--- src/rtl/uart_fifo.sv ---
// Buffered full-duplex UART: TX and RX bit engines with a FIFO per direction.
// TX side takes characters through a valid/ready push port; RX side is a
// first-word-fall-through FIFO with valid/ready pop.
// Optional feature macro: UART_PARITY_EN (adds a parity bit, odd when PARITY_ODD=1).
module uart_fifo #(
  parameter int unsigned CLOCK_HZ   = 12_000_000,
  parameter int unsigned BAUD_RATE  = 115200,
  parameter int unsigned DATA_BITS  = 8,
  parameter int unsigned FIFO_DEPTH = 16,
  parameter int unsigned PARITY_ODD = 0
) (
  input  logic                         clock,
  input  logic                         reset_n,
  input  logic                         rx_pin,
  output logic                         tx_pin,
  input  logic [DATA_BITS-1:0]         tx_data,
  input  logic                         tx_valid,
  output logic                         tx_ready,
  output logic [DATA_BITS-1:0]         rx_data,
  output logic                         rx_valid,
  input  logic                         rx_ready,
  output logic [$clog2(FIFO_DEPTH):0]  tx_count,
  output logic [$clog2(FIFO_DEPTH):0]  rx_count,
  output logic                         overrun,
  output logic                         frame_error,
  output logic                         parity_error
);

  localparam int unsigned DIV = CLOCK_HZ / BAUD_RATE;
  localparam int unsigned AW  = $clog2(FIFO_DEPTH);
  localparam int unsigned CW  = $clog2(DIV + 1);
  localparam logic [CW-1:0] DivLast  = CW'(DIV - 1);
  localparam logic [CW-1:0] HalfLast = CW'(DIV / 2 - 1);
  localparam logic [2:0]    BitLast  = 3'(DATA_BITS - 1);

  if (DIV < 4 || DATA_BITS < 5 || DATA_BITS > 8 || FIFO_DEPTH < 2 || PARITY_ODD > 1)
  begin : g_bad_params
    $error("uart_fifo: illegal parameter combination");
  end

  // ---------------------------------------------------------------- TX FIFO
  logic [DATA_BITS-1:0] tx_mem [FIFO_DEPTH];
  logic [AW:0]          tx_wr_q, tx_rd_q;
  logic                 tx_full, tx_empty, tx_push, tx_pop;
  logic [DATA_BITS-1:0] tx_head;

  assign tx_empty = (tx_wr_q == tx_rd_q);
  assign tx_full  = (tx_wr_q[AW] != tx_rd_q[AW]) && (tx_wr_q[AW-1:0] == tx_rd_q[AW-1:0]);
  assign tx_ready = !tx_full;
  assign tx_push  = tx_valid && !tx_full;
  assign tx_count = tx_wr_q - tx_rd_q;
  assign tx_head  = tx_mem[tx_rd_q[AW-1:0]];

  // TX FIFO storage write
  always_ff @(posedge clock) begin
    if (tx_push) tx_mem[tx_wr_q[AW-1:0]] <= tx_data;
  end

  // TX FIFO pointers
  always_ff @(posedge clock) begin
    if (!reset_n) begin
      tx_wr_q <= '0;
      tx_rd_q <= '0;
    end else begin
      if (tx_push) tx_wr_q <= tx_wr_q + 1'b1;
      if (tx_pop)  tx_rd_q <= tx_rd_q + 1'b1;
    end
  end

  // ---------------------------------------------------------------- TX engine
  typedef enum logic [2:0] {
    TxIdle,
    TxStart,
    TxData,
`ifdef UART_PARITY_EN
    TxParity,
`endif
    TxStop
  } tx_state_e;

  tx_state_e            tx_state_q;
  logic [CW-1:0]        tx_cnt_q;
  logic [2:0]           tx_bit_q;
  logic [DATA_BITS-1:0] tx_shift_q;
  logic                 tx_pin_q;
  logic                 tx_line;
`ifdef UART_PARITY_EN
  logic                 tx_par_q;
`endif

  // Fetch a new character from idle, or straight out of a finished stop bit
  assign tx_pop = !tx_empty &&
                  ((tx_state_q == TxIdle) || (tx_state_q == TxStop && tx_cnt_q == DivLast));

  // Line level implied by the current state; registered into tx_pin_q
  always_comb begin
    tx_line = 1'b1;
    unique case (tx_state_q)
      TxStart:  tx_line = 1'b0;
      TxData:   tx_line = tx_shift_q[0];
`ifdef UART_PARITY_EN
      TxParity: tx_line = tx_par_q;
`endif
      default:  tx_line = 1'b1;
    endcase
  end

  // TX state machine; each state lasts DIV cycles
  always_ff @(posedge clock) begin
    if (!reset_n) begin
      tx_state_q <= TxIdle;
      tx_cnt_q   <= '0;
      tx_bit_q   <= '0;
      tx_shift_q <= '0;
      tx_pin_q   <= 1'b1;
`ifdef UART_PARITY_EN
      tx_par_q   <= 1'b0;
`endif
    end else begin
      tx_pin_q <= tx_line;
      if (tx_pop) begin
        tx_shift_q <= tx_head;
`ifdef UART_PARITY_EN
        tx_par_q   <= (^tx_head) ^ (PARITY_ODD != 0);
`endif
      end
      unique case (tx_state_q)
        TxIdle: begin
          tx_cnt_q <= '0;
          if (tx_pop) tx_state_q <= TxStart;
        end
        TxStart: begin
          if (tx_cnt_q == DivLast) begin
            tx_cnt_q   <= '0;
            tx_bit_q   <= '0;
            tx_state_q <= TxData;
          end else tx_cnt_q <= tx_cnt_q + 1'b1;
        end
        TxData: begin
          if (tx_cnt_q == DivLast) begin
            tx_cnt_q   <= '0;
            tx_shift_q <= tx_shift_q >> 1;
            if (tx_bit_q == BitLast) begin
`ifdef UART_PARITY_EN
              tx_state_q <= TxParity;
`else
              tx_state_q <= TxStop;
`endif
            end else tx_bit_q <= tx_bit_q + 1'b1;
          end else tx_cnt_q <= tx_cnt_q + 1'b1;
        end
`ifdef UART_PARITY_EN
        TxParity: begin
          if (tx_cnt_q == DivLast) begin
            tx_cnt_q   <= '0;
            tx_state_q <= TxStop;
          end else tx_cnt_q <= tx_cnt_q + 1'b1;
        end
`endif
        TxStop: begin
          if (tx_cnt_q == DivLast) begin
            tx_cnt_q   <= '0;
            tx_state_q <= tx_pop ? TxStart : TxIdle;
          end else tx_cnt_q <= tx_cnt_q + 1'b1;
        end
        default: tx_state_q <= TxIdle;
      endcase
    end
  end

  assign tx_pin = tx_pin_q;

  // ---------------------------------------------------------------- RX engine
  typedef enum logic [2:0] {
    RxIdle,
    RxStart,
    RxData,
`ifdef UART_PARITY_EN
    RxParity,
`endif
    RxStop,
    RxWaitHigh
  } rx_state_e;

  logic                 rx_s1_q, rx_s2_q, rx_prev_q;
  rx_state_e            rx_state_q;
  logic [CW-1:0]        rx_cnt_q;
  logic [2:0]           rx_bit_q;
  logic [DATA_BITS-1:0] rx_shift_q;
  logic                 rx_done_q, rx_stop_ok_q, rx_good;
`ifdef UART_PARITY_EN
  logic                 rx_par_bad_q;
`endif

  // Two-flop synchroniser plus one delayed copy for falling-edge detection
  always_ff @(posedge clock) begin
    if (!reset_n) begin
      rx_s1_q   <= 1'b1;
      rx_s2_q   <= 1'b1;
      rx_prev_q <= 1'b1;
    end else begin
      rx_s1_q   <= rx_pin;
      rx_s2_q   <= rx_s1_q;
      rx_prev_q <= rx_s2_q;
    end
  end

  // RX state machine; rx_done_q flags a completed stop-bit sample for one cycle
  always_ff @(posedge clock) begin
    if (!reset_n) begin
      rx_state_q   <= RxIdle;
      rx_cnt_q     <= '0;
      rx_bit_q     <= '0;
      rx_shift_q   <= '0;
      rx_done_q    <= 1'b0;
      rx_stop_ok_q <= 1'b0;
`ifdef UART_PARITY_EN
      rx_par_bad_q <= 1'b0;
`endif
    end else begin
      rx_done_q <= 1'b0;
      unique case (rx_state_q)
        RxIdle: begin
          rx_cnt_q <= '0;
          if (rx_prev_q && !rx_s2_q) rx_state_q <= RxStart;
        end
        RxStart: begin
          if (rx_cnt_q == HalfLast) begin
            rx_cnt_q   <= '0;
            rx_bit_q   <= '0;
            // A line already high again at mid-start is a glitch
            rx_state_q <= rx_s2_q ? RxIdle : RxData;
          end else rx_cnt_q <= rx_cnt_q + 1'b1;
        end
        RxData: begin
          if (rx_cnt_q == DivLast) begin
            rx_cnt_q   <= '0;
            rx_shift_q <= {rx_s2_q, rx_shift_q[DATA_BITS-1:1]};
            if (rx_bit_q == BitLast) begin
`ifdef UART_PARITY_EN
              rx_state_q <= RxParity;
`else
              rx_state_q <= RxStop;
`endif
            end else rx_bit_q <= rx_bit_q + 1'b1;
          end else rx_cnt_q <= rx_cnt_q + 1'b1;
        end
`ifdef UART_PARITY_EN
        RxParity: begin
          if (rx_cnt_q == DivLast) begin
            rx_cnt_q     <= '0;
            rx_par_bad_q <= rx_s2_q != ((^rx_shift_q) ^ (PARITY_ODD != 0));
            rx_state_q   <= RxStop;
          end else rx_cnt_q <= rx_cnt_q + 1'b1;
        end
`endif
        RxStop: begin
          if (rx_cnt_q == DivLast) begin
            rx_cnt_q     <= '0;
            rx_done_q    <= 1'b1;
            rx_stop_ok_q <= rx_s2_q;
            rx_state_q   <= rx_s2_q ? RxIdle : RxWaitHigh;
          end else rx_cnt_q <= rx_cnt_q + 1'b1;
        end
        RxWaitHigh: begin
          if (rx_s2_q) rx_state_q <= RxIdle;
        end
        default: rx_state_q <= RxIdle;
      endcase
    end
  end

`ifdef UART_PARITY_EN
  assign rx_good = rx_done_q && rx_stop_ok_q && !rx_par_bad_q;
`else
  assign rx_good = rx_done_q && rx_stop_ok_q;
`endif

  // ---------------------------------------------------------------- RX FIFO
  logic [DATA_BITS-1:0] rx_mem [FIFO_DEPTH];
  logic [AW:0]          rx_wr_q, rx_rd_q;
  logic                 rx_full, rx_empty, rx_push, rx_pop;
  logic                 overrun_q, frame_error_q, parity_error_q;

  assign rx_empty = (rx_wr_q == rx_rd_q);
  assign rx_full  = (rx_wr_q[AW] != rx_rd_q[AW]) && (rx_wr_q[AW-1:0] == rx_rd_q[AW-1:0]);
  assign rx_valid = !rx_empty;
  assign rx_pop   = rx_valid && rx_ready;
  // A same-cycle pop frees the slot the push is about to fill
  assign rx_push  = rx_good && (!rx_full || rx_pop);
  assign rx_count = rx_wr_q - rx_rd_q;
  assign rx_data  = rx_empty ? '0 : rx_mem[rx_rd_q[AW-1:0]];

  // RX FIFO storage write
  always_ff @(posedge clock) begin
    if (rx_push) rx_mem[rx_wr_q[AW-1:0]] <= rx_shift_q;
  end

  // RX FIFO pointers and error pulses
  always_ff @(posedge clock) begin
    if (!reset_n) begin
      rx_wr_q        <= '0;
      rx_rd_q        <= '0;
      overrun_q      <= 1'b0;
      frame_error_q  <= 1'b0;
      parity_error_q <= 1'b0;
    end else begin
      if (rx_push) rx_wr_q <= rx_wr_q + 1'b1;
      if (rx_pop)  rx_rd_q <= rx_rd_q + 1'b1;
      overrun_q     <= rx_good && rx_full && !rx_pop;
      frame_error_q <= rx_done_q && !rx_stop_ok_q;
`ifdef UART_PARITY_EN
      parity_error_q <= rx_done_q && rx_stop_ok_q && rx_par_bad_q;
`else
      parity_error_q <= 1'b0;
`endif
    end
  end

  assign overrun      = overrun_q;
  assign frame_error  = frame_error_q;
  assign parity_error = parity_error_q;

endmodule

--- config.mk ---
export PLATFORM = sky130hd
export DESIGN_NAME = uart_fifo
export DESIGN_NICKNAME = d
export VERILOG_FILES = /design/src/rtl/uart_fifo.sv
export SDC_FILE = /design/constraint.sdc
export NUM_CORES = 1
export LEC_CHECK = 0
export ABC_AREA = 1
export CELL_PAD_IN_SITES_DETAIL_PLACEMENT = 0
export CELL_PAD_IN_SITES_GLOBAL_PLACEMENT = 2
export CORE_ASPECT_RATIO = 1.4
export CORE_MARGIN = 1
export CORE_UTILIZATION = 41
export CTS_BUF_LIST = sky130_fd_sc_hd__clkbuf_8 sky130_fd_sc_hd__clkbuf_16
export CTS_CLUSTER_DIAMETER = 120
export DETAILED_ROUTE_END_ITERATION = 12
export GPL_TIMING_DRIVEN = 0
export PLACE_DENSITY_LB_ADDON = 0.1
export SLEW_MARGIN = 10
export SYNTH_ARGS = -nofsm -noshare
export SYNTH_HDL_FRONTEND = slang
export SYNTH_SLANG_ARGS = --single-unit
--- constraint.sdc ---
create_clock -name clock -period 2.37 [get_ports clock]
set_input_delay 0.3555 -clock clock [delete_from_list [all_inputs] [get_ports clock]]
set_output_delay 0.3555 -clock clock [all_outputs]
set_load 0.02 [all_outputs]
======== Word-level counts from Yosys, hierarchy flattened ========
Memories as Yosys holds them, arrays and structs flattened. A register that Yosys moved wholly into a read port is not among the register bits.
Index checks and enable logic that the tools add are counted.
storage, ports and cells
  bits in registers ....................... 70
  latch bits .............................. 0
  bits in writable memories ............... 256
  bits in read-only memories .............. 0
  bits of input ports ..................... 13
  output and inout bits ................... 24
  word-level logic and storage cells ...... 142
  memories kept ........................... 2
memory list
  memory  depth  bits a word  read ports  clocked after Yosys merged registers in  write ports  line  RTL
  rx_mem  16     8            1           1                                        1            280   logic [DATA_BITS-1:0] rx_mem [FIFO_DEPTH];
  tx_mem  16     8            1           1                                        1            42    logic [DATA_BITS-1:0] tx_mem [FIFO_DEPTH];
operators by class
  $add $sub $neg .......................... 10
  multipliers ............................. 0
  div/mod/pow operators ................... 0
  magnitude comparators ................... 0
  equality and inequality tests ........... 31
  shift operators ......................... 0
  muxes and demuxes ....................... 43
  bitwise gates (word level) .............. 0
  reductions and logical operators ........ 36
operators by type and width
  kind                 number
  $mux 3               18
  $mux 8               4
  $ne 2x2->1 const B   12
  $mux 7               3
  $pmux 7 s3           1
  $add 5x1->5 const B  4
  $mux 4               4
  $pmux 3 s5           1
  $add 7x1->7 const B  2
  $eq 7x7->1 const B   2
  $pmux 7 s2           1
  $eq 3x2->1 const B   4
  $logic_and 1x1->1    12
  $pmux 3 s2           2
  $pmux 3 s4           1
  $eq 5x5->1           2
  $sub 5x5->5          2
  $eq 3x3->1 const B   3
  $eq 4x4->1           2
  $reduce_and 4->1     2
  $eq 7x6->1 const B   1
  $logic_not 1->1      7
  $add 3x1->3 const B  2
  $eq 3x1->1 const B   2
  14 further kinds     26

======== Longest topological paths before layout ========
Gate-level depths: netlist of run 1.
  word-level depth ........................ 7
  depth in mapped cells ................... 11
  depth with buffers taken out ............ 11

======== Least setup slack after synthesis of run 1 ========
Ideal clock, no wire load.
  path type ............................... reg2reg
  start point ............................. register tx_wr_q[0]
  end point ............................... memory tx_mem[11][0], enable pin
  library setup time ...................... 370 ps
  arrival ................................. 1757 ps
  data required time ...................... 2000 ps
  path slack .............................. 242 ps
  stages on the path, launching flop included .. 10
  buffers on the path ..................... 0
  clock period less this slack ............ 2128 ps
  path through ............................ dfxtp_1 > inv_1 > ha_1 > nand2_1 > nor2_2 > nand2_1 > nand2_2 > nor2_1 > nand2_1 > nor2_1
between the ends
  longest elaborated chain between the ends .. 6
RTL lines
  element                       line  RTL
  start: declaration            43    logic [AW:0] tx_wr_q, tx_rd_q;
  start signal: assignment      65    if (tx_push) tx_wr_q <= tx_wr_q + 1'b1;
  $eq 4x4->1                    48    assign tx_full = (tx_wr_q[AW] != tx_rd_q[AW]) && (tx_wr_q[AW-1:0] == tx_rd_q[AW-1:0]);
  $logic_and 1x1->1             48
  $logic_not 1->1               n/a
  via tx_ready                  18    output logic tx_ready,
  $logic_and 1x1->1             50    assign tx_push = tx_valid && !tx_full;
  $mux 1                        56    if (tx_push) tx_mem[tx_wr_q[AW-1:0]] <= tx_data;
  $mux 1 (not written as such)  56
  end: declaration              42
The timed path passes the listed nets, and every way through them passes these cells.

==> summary.txt, run 1 <==
Status
  • Status: finished, violations left
  • Failing checks: negative setup slack

Timing
  • Slew @ Worst Pin: around 840 ps
  • Max Clk Rate: around 410 MHz
  • Final Cycle Share: 1.027
  • Max Slew Vio Count: 0
  • Hold_ws: 404.7 ps
  • Final setup viols: 5
  • RSZ-0062 raised after global routing: true
  • Min Tclk post-route: 2434 ps
  • Rel. slew slack: 0.4359
  • Clock Skew: 21.27 ps
  • Setup ws final: -64.15 ps
  • Final Hold Viols: 0

Critical path
  • CP delay by family, top: compound AO/OA/AOI/OAI gates
  • CP Cell Sequence: buf_12, inv_12, buf_6, o21bai_1, o211ai_1, nand3_1, a21oi_2, buf_4
  • Critical path required time: 2010 ps
  • Data arrival time of the worst path: 2080 ps
  • Slowest-stage cell, CP: dfxtp_4
  • Slowest Stage Delay on Critical Path: 360 ps
  • Crit path kind: register to primary output
  • CP bufs+invs: 4
  • CP startpoint kind: register
  • Crit. End Element: primary output
  • Critical-path maximum fanout: 7

Die
  • Core area: 34230 um^2
  • Die ar.: 35690 um^2
  • Boundary Pins: 37
  • Row count: 80
  • Die width: between 150 and 200 um
  • Die Y: around 220 um
  • Initial Utilization: 0.4184

Clock tree
  • Post-cts hold buffer count: 0
  • Clk sink count: approximately 330
  • CTS tree: yes
  • CTS max path bufs: 3
  • CTS H-Tree Depth: 2
  • Clock latency on the worst-skew pair: 540 ps
  • Reg clk slew, reported paths: 60 ps
  • Root Buffer: clkbuf_16
  • Num CTS Buffers: 35

Placed design
  • DP HPWL: 25560 um
  • Post-placement cell count: 1825
  • Gpl congestion: 0.8040
  • I/O Buffers: 35

Drt
  • WL met1: 15280 um
  • Post-DRT Antenna Nets: 0
  • # DRC: 0
  • DR iter-0 viols: roughly 700
  • Drt wl/cell: 19.80 um
  • DR WL met2: 20510 um
  • Final WL: 38000 um
  • Via density: 5.096
  • Met3 wire length: 1341 um
  • Via count: 9779
  • Drt pass-1 iters: 5
  • Highest routed layer: met4

Global route
  • GR Overflow Total: 0
  • GRT Util Overall: 0.2173
  • First-pass GRT wire length: roughly 58000 um
  • Initial antenna violation count: 0
  • Largest net degree at the start of global routing: 19
  • Vias in the first global route: 9509

Power and ir drop
  • Gate power share: 0.236
  • Total Power: 15.50 mW
  • Switch Pwr: ~4.8 mW
  • PD cells: 887.9 nW/um^2
  • Sw Share: 0.3079
  • Clock power frac: 0.341
  • VDD IR max: 0.6676 mV
  • Seq pwr share: 0.423
  • Leak pwr: 6.628 nW
  • Internal: 10.73 mW

Final layout
  • Layout cells sized above 1: 0.1914
  • Synth-to-layout area growth: 21.91%
  • # fillers: 3122
  • Non-Filler Instances: 1919
  • Commonest non-fill, non-tap cell in the layout: edfxtp_1
  • Final net count: approximately 1500
  • Commonest cells after routing, fill and taps aside: edfxtp_1 (256), nand2_1 (229), nor2_1 (128)
  • Inserted Diodes: 0

Synth
  • Most used DFF post-synth: edfxtp_1
  • Number of flops mapped to enable cells by yosys: 256
  • Netlist cell types: 46
  • Average size of a mapped cell: 10.70 um^2
  • Cells after Synth: 1339
  • Synthesized cell area: between 10000 and 15000 um^2
  • Synth async-reset ratio: 0
  • Synth Net Count: approximately 1400
  • Yosys warns: 0
  • Register area share after synthesis: 0.6444
  • Seq cells post-synth: 333

Hold path
  • Min-Delay Path Class: input pin to register

Flow run
  • Max Cap Viol: 0
metal layers:
metal	vias to the layer above	GRT usage
li1	4821	-
met1	4731	0.2585
met2	173	0.3971
met3	54	0.03160
met4	0	0.07527
met5	-	0
final cells by class:
cell class | instances | area, um^2 | area share
plain buffers | 59 | 513.0 | 0.02938
multi-input cells | 819 | 4768 | 0.2731
clock inverters | 27 | 202.7 | 0.01161
clock buffers | 35 | 875.8 | 0.05016
repair inverters | 1 | 8.758 | 0.0005016
flip-flops and latches | 333 | 9251 | 0.5298
well taps | 451 | 564.3 | 0.03232
repair buffers | 67 | 782.0 | 0.04479
inverters | 127 | 494.2 | 0.02831
Yosys cell counts, types with 12 or more instances:
master    number  area (um^2)
nor2_1       160        600.6
ha_1          28        350.3
o211ai_1      17        127.6
edfxtp_1     256         7687
inv_2         12        45.04
a21oi_1       52        260.3
o21bai_1      32        240.2
o221ai_1      24        210.2
buf_2         34        170.2
o21ai_0       71        355.3
inv_1        114        427.9
nand2_1      232        870.8
nand3_1      116        580.6
clkbuf_1      13        48.80
dfxtp_1       77         1541
logic make-up (layout without fill, tap and decap cells):
| logic type | count (synthesis) | in the layout | share of synthesized area |
|---|---|---|---|
| and+or+nand+nor | 551 | 551 | 0.1668 |
| DFF | 333 | 333 | 0.6444 |
| AOI/OAI and AO/OA | 223 | 223 | 0.09662 |
| buffers and inverters | 187 | 316 | 0.05512 |
| adders and majority gates | 30 | 30 | 0.02726 |
| xor gates and xnor gates | 14 | 14 | 0.009609 |
| other | 1 | 1 | 0.0002618 |
flip-flops by register name (all words and copies together) (netlist names), 3 cells and up, named ones only:
name and flops:
rx_bit_q 3, rx_cnt_q 7, rx_mem 128, rx_rd_q 5, rx_shift_q 8, rx_state_q 3, rx_wr_q 5, tx_bit_q 3
tx_cnt_q 7, tx_mem 128, tx_rd_q 5, tx_shift_q 8, tx_wr_q 5
repair_timing:
item / CTS / global route
setup endpoints to repair: 268 / 139
gates cloned: 5 / 0
gates resized for setup: 248 / 39
buffers inserted: 12 / 18
pin swaps: 36 / 32
power by group through the flow:
stage	registers, mW	logic, mW	clock network [mW]
floorplan	6.64	2.34	0
detailed placement	6.67	3.53	0
global placement	6.67	3.53	0
finish	6.56	3.66	5.29
global route	6.57	4.07	5.64
CTS	6.55	3.68	5.41
path summary, 6_finish.rpt:
path / startpoint / endpoint / slack, ps / cells after the start
max: register / rx_data[7] / -60 / 8
min: rx_pin / rx_s1_q$_SDFF_PN1_ / 400 / 2
max reg2reg: tx_rd_q[3]$_SDFFE_PN0N_ / tx_mem[4][5]$_DFFE_PP_ / 100 / 10
min reg2reg: rx_s1_q$_SDFF_PN1_ / rx_s2_q$_SDFF_PN1_ / 430 / 1
through the flow:
stage | setup WS, ps | setup TNS, ps | cell area [um^2] | util
2_1_floorplan | 242.4 | 0 | 14320 | -
3_3_place_gp | -544.8 | -70380 | 15240 | 0.4451
3_5_place_dp | -527.5 | -74010 | 15240 | 0.4451
4_1_cts | -105.7 | -1430 | 17130 | 0.5004
5_1_grt | -160.5 | -1321 | 17460 | 0.5101
6_report | -64.15 | -184.1 | 17460 | 0.5101
Power figures use the tool's default switching activity.
==> run 2: changes to the inputs <==
GPL_ROUTABILITY_DRIVEN = 0   (was unset)
==> results of run 2 <==
Same layout as run 1: the final DEF is identical, and so are final timing and power.
==> run 3: changes to the inputs <==
--- a/constraint.sdc
+++ b/constraint.sdc
@@ -3,2 +3,2 @@
 set_output_delay 0.3555 -clock clock [all_outputs]
-set_load 0.02 [all_outputs]
+set_load 0.01 [all_outputs]
==> run 3 against run 2 <==
The flow still finishes with violations (negative setup slack). Non-clock buffer count up 4. Sequential power barely moved. Total power shrank 0.62%. Clock power barely moved. Final cell count up 0.21%. Highest routed layer unchanged. Count of clock-buffer cells in the layout unchanged. Critical path depth is the same. Largest power group unchanged. Clock skew grew 1.5 ps. Routed wire length shrank 0.26%. Combinational power is 3% lower. Register-to-register slack about the same. Global-route usage is essentially flat.
==> summary.txt, run 3 (synthesis gave the netlist of run 1 again) <==
Final layout
  • Final net count: ~1500
  • Inserted Diodes: 0
  • FF+latch area: 9261 um^2
  • # fillers: 3136
  • Commonest non-fill, non-tap cell in the layout: edfxtp_1
  • Commonest cells after routing, fill and taps aside: edfxtp_1 (256), nand2_1 (229), nor2_1 (128)
  • Design area: 17440 um^2
  • Multi-input logic area: 4758 um^2
  • Synth-to-layout area growth: 21.80%
  • Layout cells sized above 1: 0.1943

Flow run
  • Max Cap Viol: 0

Timing
  • Setup ws final: -142.2 ps
  • Slew @ Worst Pin: 851.8 ps
  • RSZ-0062 raised after global routing: true
  • Max Clk Rate: 398.1 MHz
  • Clock Skew: 22.78 ps
  • Final Cycle Share: 1.060
  • Min Tclk post-route: between 2000 and 3000 ps
  • Rel. slew slack: 0.4314
  • Max Slew Vio Count: 0
  • Final setup viols: 5
  • Final Hold Viols: 0

Critical path
  • Reg2Reg Depth: 8
  • RR Endpoint: tx_mem[14][3]$_DFFE_PP_
  • Slowest-stage cell, CP: dfxtp_4
  • RR Startpoint: tx_wr_q[2]$_SDFFE_PN0P_
  • CP Cell Sequence: buf_8, buf_8, buf_6, o21bai_1, o211ai_1, nand3_1, a21oi_2, buf_2
  • Crit path kind: register to primary output
  • Flop2flop setup slack: 100 ps
  • Data arrival time of the worst path: 2160 ps
  • CP startpoint kind: register
  • Slowest Stage Delay on Critical Path: 360 ps
  • Critical path required time: 2010 ps
  • Critical-path maximum fanout: 5
  • Crit. End Element: primary output
  • Worst Setup EP: rx_data[2]
  • Critical Path Most Common Cell: buf_8

Drt
  • Via density: roughly 5.1
  • # DRC: 0
  • Post-DRT Antenna Nets: 0
  • Drt wl/cell: 19.71 um
  • DR iter-0 viols: 705
  • Via count: approximately 9800
  • Drt pass-1 iters: 5
  • Final WL: between 30000 and 40000 um

Clock tree
  • CTS tree: yes
  • Num CTS Buffers: 35
  • Clock latency on the worst-skew pair: approximately 540 ps
  • Root Buffer: clkbuf_16
  • Post-cts hold buffer count: 0
  • CTS H-Tree Depth: 2
  • Reg clk slew, reported paths: 60 ps
  • Clk sink count: between 300 and 400
  • CTS max path bufs: 3

Die
  • Row count: 80
  • Core area: between 30000 and 40000 um^2
  • Die Y: between 200 and 250 um
  • Initial Utilization: 0.4184
  • Boundary Pins: 37
  • Die width: 160.0 um
  • Die ar.: 35690 um^2

Power and ir drop
  • Leak pwr: 6.654 nW
  • PD cells: between 800 and 900 nW/um^2
  • VDD IR max: 0.6646 mV

Global route
  • GR Overflow Total: 0
  • Initial antenna violation count: 0
  • GRT Util Overall: 0.2171
  • First-pass GRT wire length: between 50000 and 60000 um
  • Largest net degree at the start of global routing: 19
  • Vias in the first global route: ~9600

Status
  • Status: finished, violations left
  • Failing checks: negative setup slack

Placed design
  • Pre-CTS setup slack: -459.6 ps
  • DP HPWL: roughly 26000 um
  • Placed Area: 15240 um^2
  • I/O Buffers: 35

Hold path
  • Min-Delay Path Class: input pin to register
  • Hold Path Cell Cnt: 2
-- run 3: changes by cell type in the layout (fill, tap and decap cells not counted), sizes merged --
| cell | change |
|---|---|
| clkbuf | +2 |
| clkdlybuf4s15 | -3 |
| clkinvlp | +1 |
| dlygate4sd2 | +5 |
| inv | -1 |
-- run 3: where the power goes --
part | switching, mW | total [mW] | internal, mW
clock network | 2.27 | 5.29 | 3.02
registers | 0.127 | 6.55 | 6.43
logic | 2.30 | 3.56 | 1.26
total | 4.70 | 15.4 | 10.7
-- run 3: area by class of cell --
cell class              count  area share
flip-flops and latches    333      0.5309
multi-input cells         819      0.2728
clock buffers              35     0.05021
repair buffers             71     0.04153
well taps                 451     0.03235
plain buffers              59     0.03156
inverters                 127     0.02840
clock inverters            27     0.01162
repair inverters            1   0.0006455
-- run 3: layer usage --
layer / wire (um) / global-route usage / vias to the layer above
met4: 1055 / 0.07220 / 0
met1: 15200 / 0.2554 / 4700
met3: 1424 / 0.03551 / 65
met2: 20220 / 0.3983 / 185
li1: - / - / 4834
met5: 0 / 0 / -
-- run 3: critical path: cells and delay by family, from the launching register on --
family                 cells  cell delay [ps]
flip-flops                 1              360
buffers and inverters      4              520
AND/OR/NAND/NOR            1              180
AO/OA/AOI/OAI              3              570
-- run 3: worst min path at each step --
stage / start / end / slack, ps
6_report: rx_pin / rx_s1_q$_SDFF_PN1_ / 410
5_1_grt: rx_pin / rx_s1_q$_SDFF_PN1_ / 390
4_1_cts: rx_pin / rx_s1_q$_SDFF_PN1_ / 390
3_5_place_dp: rx_s1_q$_SDFF_PN1_ / rx_s2_q$_SDFF_PN1_ / 400
3_3_place_gp: rx_s1_q$_SDFF_PN1_ / rx_s2_q$_SDFF_PN1_ / 400
2_1_floorplan: rx_s1_q$_SDFF_PN1_ / rx_s2_q$_SDFF_PN1_ / 390
-- run 3: timing repair --
| item | 4_1_cts | 5_1_grt |
|---|---|---|
| resized for setup | 228 | 47 |
| endpoints found under the setup margin | 266 | 237 |
| setup buffers | 17 | 16 |
| pin swaps | 39 | 32 |
| gates cloned | 8 | 0 |
-- run 3: per-stage QoR --
stage / setup TNS [ps] / total power, mW / hold WS [ps] / util / cells
final: -393.6 / 15.41 / 407.3 / 0.5096 / 1923
after global routing: -1085 / 16.19 / 393.7 / 0.5096 / 1923
after CTS: -747.8 / 15.55 / 389.9 / 0.5013 / 1910
after detailed placement: -73260 / 10.13 / 398.4 / 0.4451 / 1825
after global placement: -69630 / 10.13 / 400.4 / 0.4451 / 1825
after floorplan: 0 / 8.916 / 392.5 / - / 1339
